`src/rtl/el2_pkg.sv`:
```
// Shared EL2 memory-subsystem types: arbitration modes and the per-bank read-tracking entry.
package el2_pkg;

  localparam int unsigned EL2_ARB_RR    = 0;
  localparam int unsigned EL2_ARB_FIXED = 1;

  // Wide enough for the largest supported channel count (8).
  localparam int unsigned EL2_ARB_CH_W = 3;

  typedef struct packed {
    logic                    vld;
    logic [EL2_ARB_CH_W-1:0] ch;
  } el2_mem_arb_trk_t;

endpackage

```
`src/rtl/el2_mem_rr_arb.sv`:
```
// One-hot grant from a request vector, round-robin from a pointer or fixed lowest-index priority.
module el2_mem_rr_arb
  import el2_pkg::*;
#(
  parameter int unsigned NUM_CH   = 2,
  parameter int unsigned ARB_MODE = EL2_ARB_RR,
  localparam int unsigned CW      = (NUM_CH > 1) ? $clog2(NUM_CH) : 1
) (
  input  logic [NUM_CH-1:0] req,
  input  logic [CW-1:0]     ptr,
  output logic [NUM_CH-1:0] gnt
);

  int   idx;
  logic found;

  always_comb begin
    gnt   = '0;
    found = 1'b0;
    idx   = 0;
    // Scan from the pointer (or from 0), wrapping once; the first requester found wins.
    for (int i = 0; i < int'(NUM_CH); i++) begin
      idx = (ARB_MODE == EL2_ARB_FIXED) ? i : int'(ptr) + i;
      if (idx >= int'(NUM_CH)) idx = idx - int'(NUM_CH);
      for (int c = 0; c < int'(NUM_CH); c++) begin
        if (c == idx && !found && req[c]) begin
          gnt[c] = 1'b1;
          found  = 1'b1;
        end
      end
    end
  end

endmodule

```
`src/rtl/el2_mem_bank_arb.sv`:
```
// Per-bank arbiter driving shared SRAM strobes, with a fixed-latency read-return router.
module el2_mem_bank_arb
  import el2_pkg::*;
#(
  parameter int unsigned NUM_CH    = 2,
  parameter int unsigned NUM_BANKS = 4,
  parameter int unsigned ADDR_W    = 12,
  parameter int unsigned DATA_W    = 32,
  parameter int unsigned ECC_W     = 7,
  parameter int unsigned RD_LAT    = 1,
  parameter int unsigned ARB_MODE  = EL2_ARB_RR,
  localparam int unsigned BW       = (NUM_BANKS > 1) ? $clog2(NUM_BANKS) : 1
) (
  input  logic                             clk,
  input  logic                             rst,
  input  logic [NUM_CH-1:0]                req_valid,
  output logic [NUM_CH-1:0]                req_ready,
  input  logic [NUM_CH-1:0]                req_we,
  input  logic [NUM_CH-1:0][BW-1:0]        req_bank,
  input  logic [NUM_CH-1:0][ADDR_W-1:0]    req_addr,
  input  logic [NUM_CH-1:0][DATA_W-1:0]    req_wdata,
  input  logic [NUM_CH-1:0][ECC_W-1:0]     req_wecc,
  output logic [NUM_CH-1:0]                rsp_valid,
  output logic [NUM_CH-1:0][DATA_W-1:0]    rsp_rdata,
  output logic [NUM_CH-1:0][ECC_W-1:0]     rsp_recc,
  output logic [NUM_BANKS-1:0]             bank_clken,
  output logic [NUM_BANKS-1:0]             bank_wren,
  output logic [NUM_BANKS-1:0][ADDR_W-1:0] bank_addr,
  output logic [NUM_BANKS-1:0][DATA_W-1:0] bank_wr_data,
  output logic [NUM_BANKS-1:0][ECC_W-1:0]  bank_wr_ecc,
  input  logic [NUM_BANKS-1:0][DATA_W-1:0] bank_dout,
  input  logic [NUM_BANKS-1:0][ECC_W-1:0]  bank_ecc
);

  localparam int unsigned CW = (NUM_CH > 1) ? $clog2(NUM_CH) : 1;

  logic [NUM_BANKS-1:0][NUM_CH-1:0] cand;
  logic [NUM_BANKS-1:0][NUM_CH-1:0] gnt;
  logic [NUM_BANKS-1:0][CW-1:0]     rr_q, rr_d;

  el2_mem_arb_trk_t trk_q   [RD_LAT][NUM_BANKS];
  el2_mem_arb_trk_t trk_new [NUM_BANKS];

  for (genvar b = 0; b < NUM_BANKS; b++) begin : g_bank
    for (genvar c = 0; c < NUM_CH; c++) begin : g_cand
      // Reset masks every candidate so nothing is granted while rst is high.
      assign cand[b][c] = ~rst & req_valid[c] & (req_bank[c] == BW'(b));
    end

    el2_mem_rr_arb #(
      .NUM_CH   (NUM_CH),
      .ARB_MODE (ARB_MODE)
    ) u_arb (
      .req (cand[b]),
      .ptr (rr_q[b]),
      .gnt (gnt[b])
    );
  end

  always_comb begin
    rr_d         = rr_q;
    req_ready    = '0;
    bank_clken   = '0;
    bank_wren    = '0;
    bank_addr    = '0;
    bank_wr_data = '0;
    bank_wr_ecc  = '0;
    for (int b = 0; b < int'(NUM_BANKS); b++) begin
      trk_new[b] = '0;
      for (int c = 0; c < int'(NUM_CH); c++) begin
        if (gnt[b][c]) begin
          req_ready[c]    = 1'b1;
          rr_d[b]         = (c == int'(NUM_CH) - 1) ? '0 : CW'(c + 1);
          bank_clken[b]   = 1'b1;
          bank_wren[b]    = req_we[c];
          bank_addr[b]    = req_addr[c];
          bank_wr_data[b] = req_wdata[c];
          bank_wr_ecc[b]  = req_wecc[c];
          trk_new[b].vld  = ~req_we[c];
          trk_new[b].ch   = EL2_ARB_CH_W'(c);
        end
      end
    end
  end

  // Final tracking stage lines up with the SRAM read data for that bank.
  always_comb begin
    rsp_valid = '0;
    rsp_rdata = '0;
    rsp_recc  = '0;
    for (int b = 0; b < int'(NUM_BANKS); b++) begin
      for (int c = 0; c < int'(NUM_CH); c++) begin
        if (trk_q[RD_LAT-1][b].vld && trk_q[RD_LAT-1][b].ch == EL2_ARB_CH_W'(c)) begin
          rsp_valid[c] = 1'b1;
          rsp_rdata[c] = bank_dout[b];
          rsp_recc[c]  = bank_ecc[b];
        end
      end
    end
  end

  always_ff @(posedge clk or posedge rst) begin
    if (rst) begin
      rr_q <= '0;
      for (int s = 0; s < int'(RD_LAT); s++) begin
        for (int b = 0; b < int'(NUM_BANKS); b++) begin
          trk_q[s][b] <= '0;
        end
      end
    end else begin
      rr_q <= rr_d;
      for (int b = 0; b < int'(NUM_BANKS); b++) begin
        trk_q[0][b] <= trk_new[b];
        for (int s = 1; s < int'(RD_LAT); s++) begin
          trk_q[s][b] <= trk_q[s-1][b];
        end
      end
    end
  end

endmodule

```
`config.mk`:
```
export PLATFORM = sky130hd
export DESIGN_NAME = el2_mem_bank_arb
export DESIGN_NICKNAME = d
export VERILOG_FILES = /design/src/rtl/el2_pkg.sv /design/src/rtl/el2_mem_rr_arb.sv /design/src/rtl/el2_mem_bank_arb.sv
export SDC_FILE = /design/constraint.sdc
export NUM_CORES = 1
export LEC_CHECK = 0
export CORE_AREA = 4 4 214 216
export DETAILED_ROUTE_END_ITERATION = 10
export DIE_AREA = 0 0 218 220
export PLACE_DENSITY = 0.43
export REMOVE_ABC_BUFFERS = 1
export SLEW_MARGIN = 5
export SYNTH_ARGS = -nofsm -noshare
export SYNTH_HDL_FRONTEND = slang
export SYNTH_HIERARCHICAL = 1
export SYNTH_SLANG_ARGS = --single-unit
export TNS_END_PERCENT = 5
```
`constraint.sdc`:
```
create_clock -name clk -period 2.7 [get_ports clk]
set_input_delay 0.54 -clock clk [delete_from_list [all_inputs] [get_ports clk]]
set_output_delay 0.54 -clock clk [all_outputs]
set_load 0.1 [all_outputs]
```
==> impl_metrics.env, run 1 <==
export IMPL_synthSimpleGateAreaFrac_pct=38.15
export IMPL_cp_arrival_ps=2200
export IMPL_path_max_fanout=6
export IMPL_root_buffer="clkbuf_16"
export IMPL_drc_errors=0
export IMPL_die_w_um=218
export IMPL_ir_drop_mv=0.1517
export IMPL_wl_per_cell_um=26.01
export IMPL_critPathTopFamily="buffers and inverters"
export IMPL_grt_pass1_wl_um=83570
export IMPL_rows=77
export IMPL_synth_fa_ha_area_share_pct=0
export IMPL_tritoncts="yes"
export IMPL_yosys_register_bits=12
export IMPL_finalCritPeriodShare_pct=101.4
export IMPL_cp_start_kind="input pin"
export IMPL_start_util_pct=13.83
export IMPL_yosys_area_top_type_share_pct=20.64
export IMPL_drt_initial_drc_count=852
export IMPL_cts_sinks=12
export IMPL_wl_um=60290
export IMPL_seq_area_frac_synth_pct=4.943
export IMPL_post_dp_hpwl_um=44610
export IMPL_crit_cells=11
export IMPL_clk_path_buf_depth=2
export IMPL_grt_max_degree=69
export IMPL_maxSlewHeadroom_pct=61.21
export IMPL_muxShareOfSynthArea_pct=0.1648
export IMPL_cp_end_kind="output pin"
export IMPL_syn_inst=1063
export IMPL_nets=1990
export IMPL_ant_nets=0
export IMPL_finalPower_mw=3.687
export IMPL_synth_avg_cell_area_um2=5.715
export IMPL_synth_xor_area_share_pct=0
export IMPL_grt_overflow_total=0
export IMPL_cpMostUsedCell="buf_12"
export IMPL_r2r_cells=7
export IMPL_critical_path_max_stage_delay_ps=260
export IMPL_cts_made_buffers=3
export IMPL_p_leak_nw=7.196
export IMPL_io_buffer_count=561
export IMPL_setup_viol=7
export IMPL_swShare_pct=54.74
export IMPL_fin_skew_ps=9.401
export IMPL_dr_pass1_iters=5
export IMPL_drive_gt1_share_pct=37.67
export IMPL_holdBufCountCts=0
export IMPL_yosysWarnings=6
export IMPL_violations="setup timing"
export IMPL_grt_pass1_vias=11271
export IMPL_p_seq_share_pct=6.0
export IMPL_syn_to_final_growth_pct=199.2
export IMPL_finalHoldViolations=0
export IMPL_outcome="finished with violations"
export IMPL_cp_cell_sequence="buf_8 -> nor2b_4 -> and3b_2 -> a21boi_4 -> buf_6 -> buf_12 -> buf_12 -> buf_16 -> nand2_4 -> o21ai_4 -> buf_12"
export IMPL_fillers=4337
export IMPL_fmax_mhz=365.3
export IMPL_setup_tns_ps=-65.06
export IMPL_syn_cell_area_mm2=0.006075
export IMPL_layout_min_cycle_time_ps=2738
export IMPL_worst_ep_required_time_ps=2160
export IMPL_core_mm2=0.04393
export IMPL_io_pins=562
export IMPL_dpl_cell_area_mm2=0.01682
export IMPL_vias_per_cell=4.897
export IMPL_synth_area_top_cells="nand2_1 (21%), o21ai_0 (12%), a22o_1 (9.1%)"
export IMPL_synth_distinct_cells=35
export IMPL_yosys_area_top_type="nand2_1"
export IMPL_internal_power_mw=1.669
export IMPL_path_clk_slew_ps=50
export IMPL_dr_total_vias=11352
export IMPL_switchingPower_mw=2.018
export IMPL_fin_ws_ps=-37.57
export IMPL_design_area_mm2=0.01818
export IMPL_critPathKind="in -> out"
export IMPL_clk_latency_ps=240
export IMPL_antenna_found_initial=8
export IMPL_grt_use_total_pct=23.22
export IMPL_rsz0062_at_grt="true"
export IMPL_synth_compound_area_share_pct=44.16
export IMPL_hold_path_class="in -> async"
export IMPL_die_area_mm2=0.04796
export IMPL_htreeDepth=1
export IMPL_final_max_slew_viol_count=0
export IMPL_p_clk_share_pct=7.2
export IMPL_slowest_stage="a21boi_4"
export IMPL_cap_violations=0
export IMPL_power_density_mw_per_mm2=202.9
export IMPL_cp_buffers_inverters=6
export IMPL_die_y_um=220
export IMPL_synth_top_family_by_area="compound AO/OA/AOI/OAI gates"
export IMPL_pwr_share_comb_pct=86.8
export IMPL_tightest_slew_ps=581.8
export IMPL_gp_congestion=0.9491
export IMPL_place_ws_ps=-568.9
-- per-stage QoR --
stage               utilization, %  hold slack [ps]  std cells
global placement             38.28            512.1       2288
global route                 41.37            407.5       2317
detailed placement           38.28            513.8       2288
finish                       41.37            342.4       2318
floorplan                        -            404.7        931
CTS                          40.35            362.2       2309
-- registers in the layout, indices dropped and copies added, names as in the netlist --
signal / flops
rr_q: 4
trk_q: 8
-- cell usage after synthesis --
| master | number |
|---|---|
| and2_1 | 2 |
| a22o_1 | 63 |
| nand2b_1 | 1 |
| nand3b_1 | 38 |
| nor2_1 | 11 |
| and3_1 | 41 |
| mux2i_1 | 1 |
| nand4_1 | 1 |
| or4_1 | 1 |
| nand3_1 | 2 |
| a311o_1 | 1 |
| and3b_1 | 3 |
| o21ai_0 | 146 |
| dfrtp_1 | 12 |
| buf_6 | 3 |
| clkbuf_1 | 88 |
| nor3b_1 | 40 |
| o22ai_1 | 4 |
| nor2b_1 | 6 |
| nand2_1 | 334 |
| or3b_1 | 1 |
| inv_1 | 53 |
| buf_1 | 3 |
| a2111oi_0 | 38 |
| a31oi_1 | 38 |
| a222oi_1 | 1 |
| buf_2 | 33 |
| nand2b_4 | 1 |
| or2_2 | 4 |
| nor2b_2 | 3 |
| a221o_1 | 38 |
| clkbuf_2 | 5 |
| o221a_2 | 1 |
| o221ai_1 | 38 |
| a21boi_1 | 8 |
-- layout make-up --
class                   instances  area (um^2)  share of cell area (%)
repair buffers                786        11040                   60.76
multi-input cells             866         5797                   31.89
well taps                     592        740.7                   4.075
flip-flops and latches         12        305.3                   1.680
inverters                      53        198.9                   1.095
clock buffers                   3        75.07                  0.4130
diodes                          6        15.01                 0.08260
-- worst reg2reg max path, delay by kind of cell, from the launching register on --
family                 cells  cell delay, ps
buffers and inverters      5             620
AOI/OAI and AO/OA          2             330
DFF                        1             400
-- final timing paths --
check	startpoint	endpoint	slack, ps
min reg2reg	rr_q[0]	rr_q[0]	560
min in group clk	rr_q[0]	rr_q[0]	560
max	rst	bank_wr_data[43]	-40
max in group asynchronous	rst	trk_q[11]	1960
max reg2reg	rr_q[3]	trk_q[3]	1260
min	rst	rr_q[0]	340
-- cells in the final DEF (no fill, tap or decap), types with 9 or more instances in the layout --
master           synthesis  final
dfrtp_1                 12     10
and3_1                  41     39
o21ai_4                  0      9
a31oi_1                 38     38
buf_6                    3     16
clkdlybuf4s50_1          0    260
inv_1                   53     53
nor2_1                  11      9
buf_16                   0     12
a2111oi_0               38     18
o21ai_2                  0     15
buf_4                    0    161
a2111oi_2                0     10
a2111oi_1                0     10
nand3b_1                38     38
o221ai_1                38     29
o221ai_2                 0      9
nand2_1                334    331
a22o_1                  63     25
o21ai_0                146     49
buf_12                   0    328
a221o_1                 38     38
a22o_4                   0     36
nor3b_1                 40     38
o21ai_1                  0     73
-- routing by layer --
metal / vias to the layer above / GRT usage [%] / part of all wire, %
met3: 49 / 9.156 / 11
li1: 5217 / - / -
met2: 553 / 40.34 / 48
met1: 5531 / 27.65 / 39
met5: - / 0 / 0.022
met4: 2 / 3.539 / 1.9
-- kinds of logic (layout without fill, tap and decap cells) --
| kind of cell | after synthesis | after routing |
|---|---|---|
| AND/OR/NAND/NOR | 489 | 489 |
| AO/OA/AOI/OAI | 376 | 376 |
| buffers and inverters | 185 | 842 |
| flip-flops | 12 | 12 |
| multiplexers | 1 | 1 |
| other | 0 | 6 |
-- repair_timing --
action / CTS / global route
cloned: 12 / 1
gates resized for setup: 148 / 137
endpoints found under the setup margin: 252 / 189
pin swaps: 5 / 7
setup buffers: 17 / 2
-- power groups by stage --
stage | registers (mW) | clock network (mW) | logic, mW
floorplan | 0.221 | 0 | 1.44
global placement | 0.220 | 0 | 3.06
detailed placement | 0.220 | 0 | 3.06
CTS | 0.219 | 0.268 | 3.16
global route | 0.222 | 0.278 | 3.30
finish | 0.220 | 0.266 | 3.20
No activity file was read; power rests on OpenSTA's default activity.
==> run 2, diff against run 1 <==
Settings changed: ABC_AREA set to 0, CORE_AREA 4 4 214 216 to 2 2 218 220, DIE_AREA 0 0 218 220 to 0 0 220 222, PLACE_DENSITY 0.43 to 0.45.
==> impl_metrics.env, run 2 (synthesized netlist as in run 1, its figures left out) <==
export IMPL_outcome="finished with violations"
export IMPL_violations="setup timing"
export IMPL_place_ws_ps=-682.6
export IMPL_wl_um=61860
export IMPL_maxSlewHeadroom_pct=52.00
export IMPL_nets=1976
export IMPL_root_buffer="clkbuf_16"
export IMPL_gp_congestion=0.9151
export IMPL_drive_gt1_share_pct=38.02
export IMPL_hold_path_class="in -> async"
export IMPL_critPathTopFamily="buffers and inverters"
export IMPL_die_y_um=222
export IMPL_slowest_stage="a21boi_4"
export IMPL_layout_min_cycle_time_ps=2817
export IMPL_holdBufCountCts=0
export IMPL_final_max_slew_viol_count=0
export IMPL_largest_register_ffs=8
export IMPL_reg2reg_slack_ps=1260
export IMPL_vias_per_cell=4.990
export IMPL_cap_violations=0
export IMPL_top_regs="trk_q x8, rr_q x4"
export IMPL_final_cell_mix="nand2_1 (330), buf_12 (327), clkdlybuf4s50_1 (260)"
export IMPL_start_util_pct=13.13
export IMPL_die_w_um=220
export IMPL_dr_pass1_iters=6
export IMPL_final_common_cell="nand2_1"
export IMPL_fillers=4624
export IMPL_path_clk_slew_ps=40
export IMPL_clk_path_buf_depth=2
export IMPL_critical_path_max_stage_delay_ps=230
export IMPL_tritoncts="yes"
export IMPL_cp_start_kind="input pin"
export IMPL_fin_skew_ps=1.734
export IMPL_cp_cell_sequence="buf_6 -> nor2b_4 -> buf_6 -> and3b_1 -> buf_6 -> a21boi_4 -> buf_12 -> buf_12 -> buf_16 -> nand2_1 -> o21ai_1 -> buf_4 -> buf_12"
export IMPL_dr_total_vias=11566
export IMPL_post_dp_hpwl_um=43960
export IMPL_p_leak_nw=7.179
export IMPL_path_max_fanout=7
export IMPL_critPathKind="in -> out"
export IMPL_worst_hold_slack_ps=333.0
export IMPL_clk_latency_ps=240
export IMPL_rows=79
export IMPL_power_density_mw_per_mm2=204.1
export IMPL_fin_ws_ps=-116.6
export IMPL_drt_initial_drc_count=1048
export IMPL_grt_pass1_wl_um=84640
export IMPL_finalPower_mw=3.719
export IMPL_grt_pass1_vias=11281
export IMPL_cp_arrival_ps=2280
export IMPL_r2r_cells=7
export IMPL_cp_buffers_inverters=8
export IMPL_wl_per_cell_um=26.69
export IMPL_syn_to_final_growth_pct=199.9
export IMPL_ant_nets=0
export IMPL_grt_max_degree=78
export IMPL_cts_made_buffers=3
export IMPL_antenna_found_initial=15
export IMPL_cts_sinks=12
export IMPL_worst_ep_required_time_ps=2160
export IMPL_setup_tns_ps=-3860
export IMPL_die_area_mm2=0.04884
export IMPL_io_pins=562
export IMPL_r2r_start="rr_q[1]"
export IMPL_largest_register="trk_q"
export IMPL_core_mm2=0.04626
export IMPL_setup_viol=79
export IMPL_finalCritPeriodShare_pct=104.3
export IMPL_tightest_slew_ps=733.2
export IMPL_fmax_mhz=355.0
export IMPL_io_buffer_count=561
export IMPL_ir_drop_mv=0.2104
export IMPL_htreeDepth=1
export IMPL_grt_overflow_total=0
export IMPL_final_core_util_pct=39.39
export IMPL_grt_use_total_pct=23.52
export IMPL_rsz0062_at_grt="true"
export IMPL_cp_end_kind="output pin"
export IMPL_drc_errors=0
export IMPL_finalHoldViolations=0
export IMPL_reg2reg_to="trk_q[11]"
==> run 2: cell types whose count changed in the layout (fill, tap and decap cells not counted), sizes merged <==
cell,change
clkbuf,+3
clkdlybuf4s15,+3
diode,-2
nand2b,+1
bufbuf,+1
buf,-21
==> run 2: worst max-delay path by stage <==
stage                 startpoint               end  slack [ps]  depth (start not counted)
floorplan           req_valid[1]     bank_addr[12]       -4580                          4
global placement    req_valid[0]   bank_wr_ecc[13]        -720                          9
detailed placement  req_valid[0]   bank_wr_ecc[13]        -680                          9
CTS                          rst  bank_wr_data[48]        -140                         11
global route                 rst  bank_wr_data[56]        -180                         12
finish              req_valid[0]  bank_wr_data[41]        -120                         13
==> run 2: power breakdown <==
group | internal, mW | switching [mW]
logic | 1.28 | 1.92
registers | 0.196 | 0.0218
clock network | 0.223 | 0.0746
total | 1.70 | 2.02
==> run 2: what timing repair did <==
action	4_1_cts	5_1_grt
setup buffers	18	14
pin swaps	10	4
cloned	15	5
gates resized for setup	254	99
endpoints found under the setup margin	244	224
==> run 2: per-stage QoR <==
stage / cells / instance area (um^2)
4_1_cts: 2296 / 17590
3_5_place_dp: 2259 / 16420
5_1_grt: 2318 / 18220
6_report: 2318 / 18220
3_3_place_gp: 2259 / 16420
2_1_floorplan: 931 / 5509
==> run 2: worst reg2reg max path, stage by stage, from the launching register on <==
cell and delay (ps):
dfrtp_1 400, inv_1 100, a21boi_4 230, buf_6 150
buf_12 130, buf_4 120, inv_1 50, o22ai_1 170
==> run 2: per-layer routing <==
metal  share of wire, %  vias up  GRT usage [%]  wire [um]
met4                3.1        2          6.149       1902
met3                 11       81          7.888       6700
met2                 49      664          41.61      30450
met1                 37     5628          26.77      22800
met5              0.021        -              0         13
li1                   -     5191              -          -
==> run 2: cell type report <==
| class | count | area (um^2) | area share, % |
|---|---|---|---|
| antenna | 4 | 10.01 | 0.05494 |
| clock buffer | 4 | 88.84 | 0.4876 |
| inverter | 53 | 198.9 | 1.092 |
| multi-input combinational | 867 | 5777 | 31.71 |
| sequential | 12 | 304.0 | 1.669 |
| tap | 607 | 759.5 | 4.168 |
| timing repair buffer | 771 | 11080 | 60.82 |
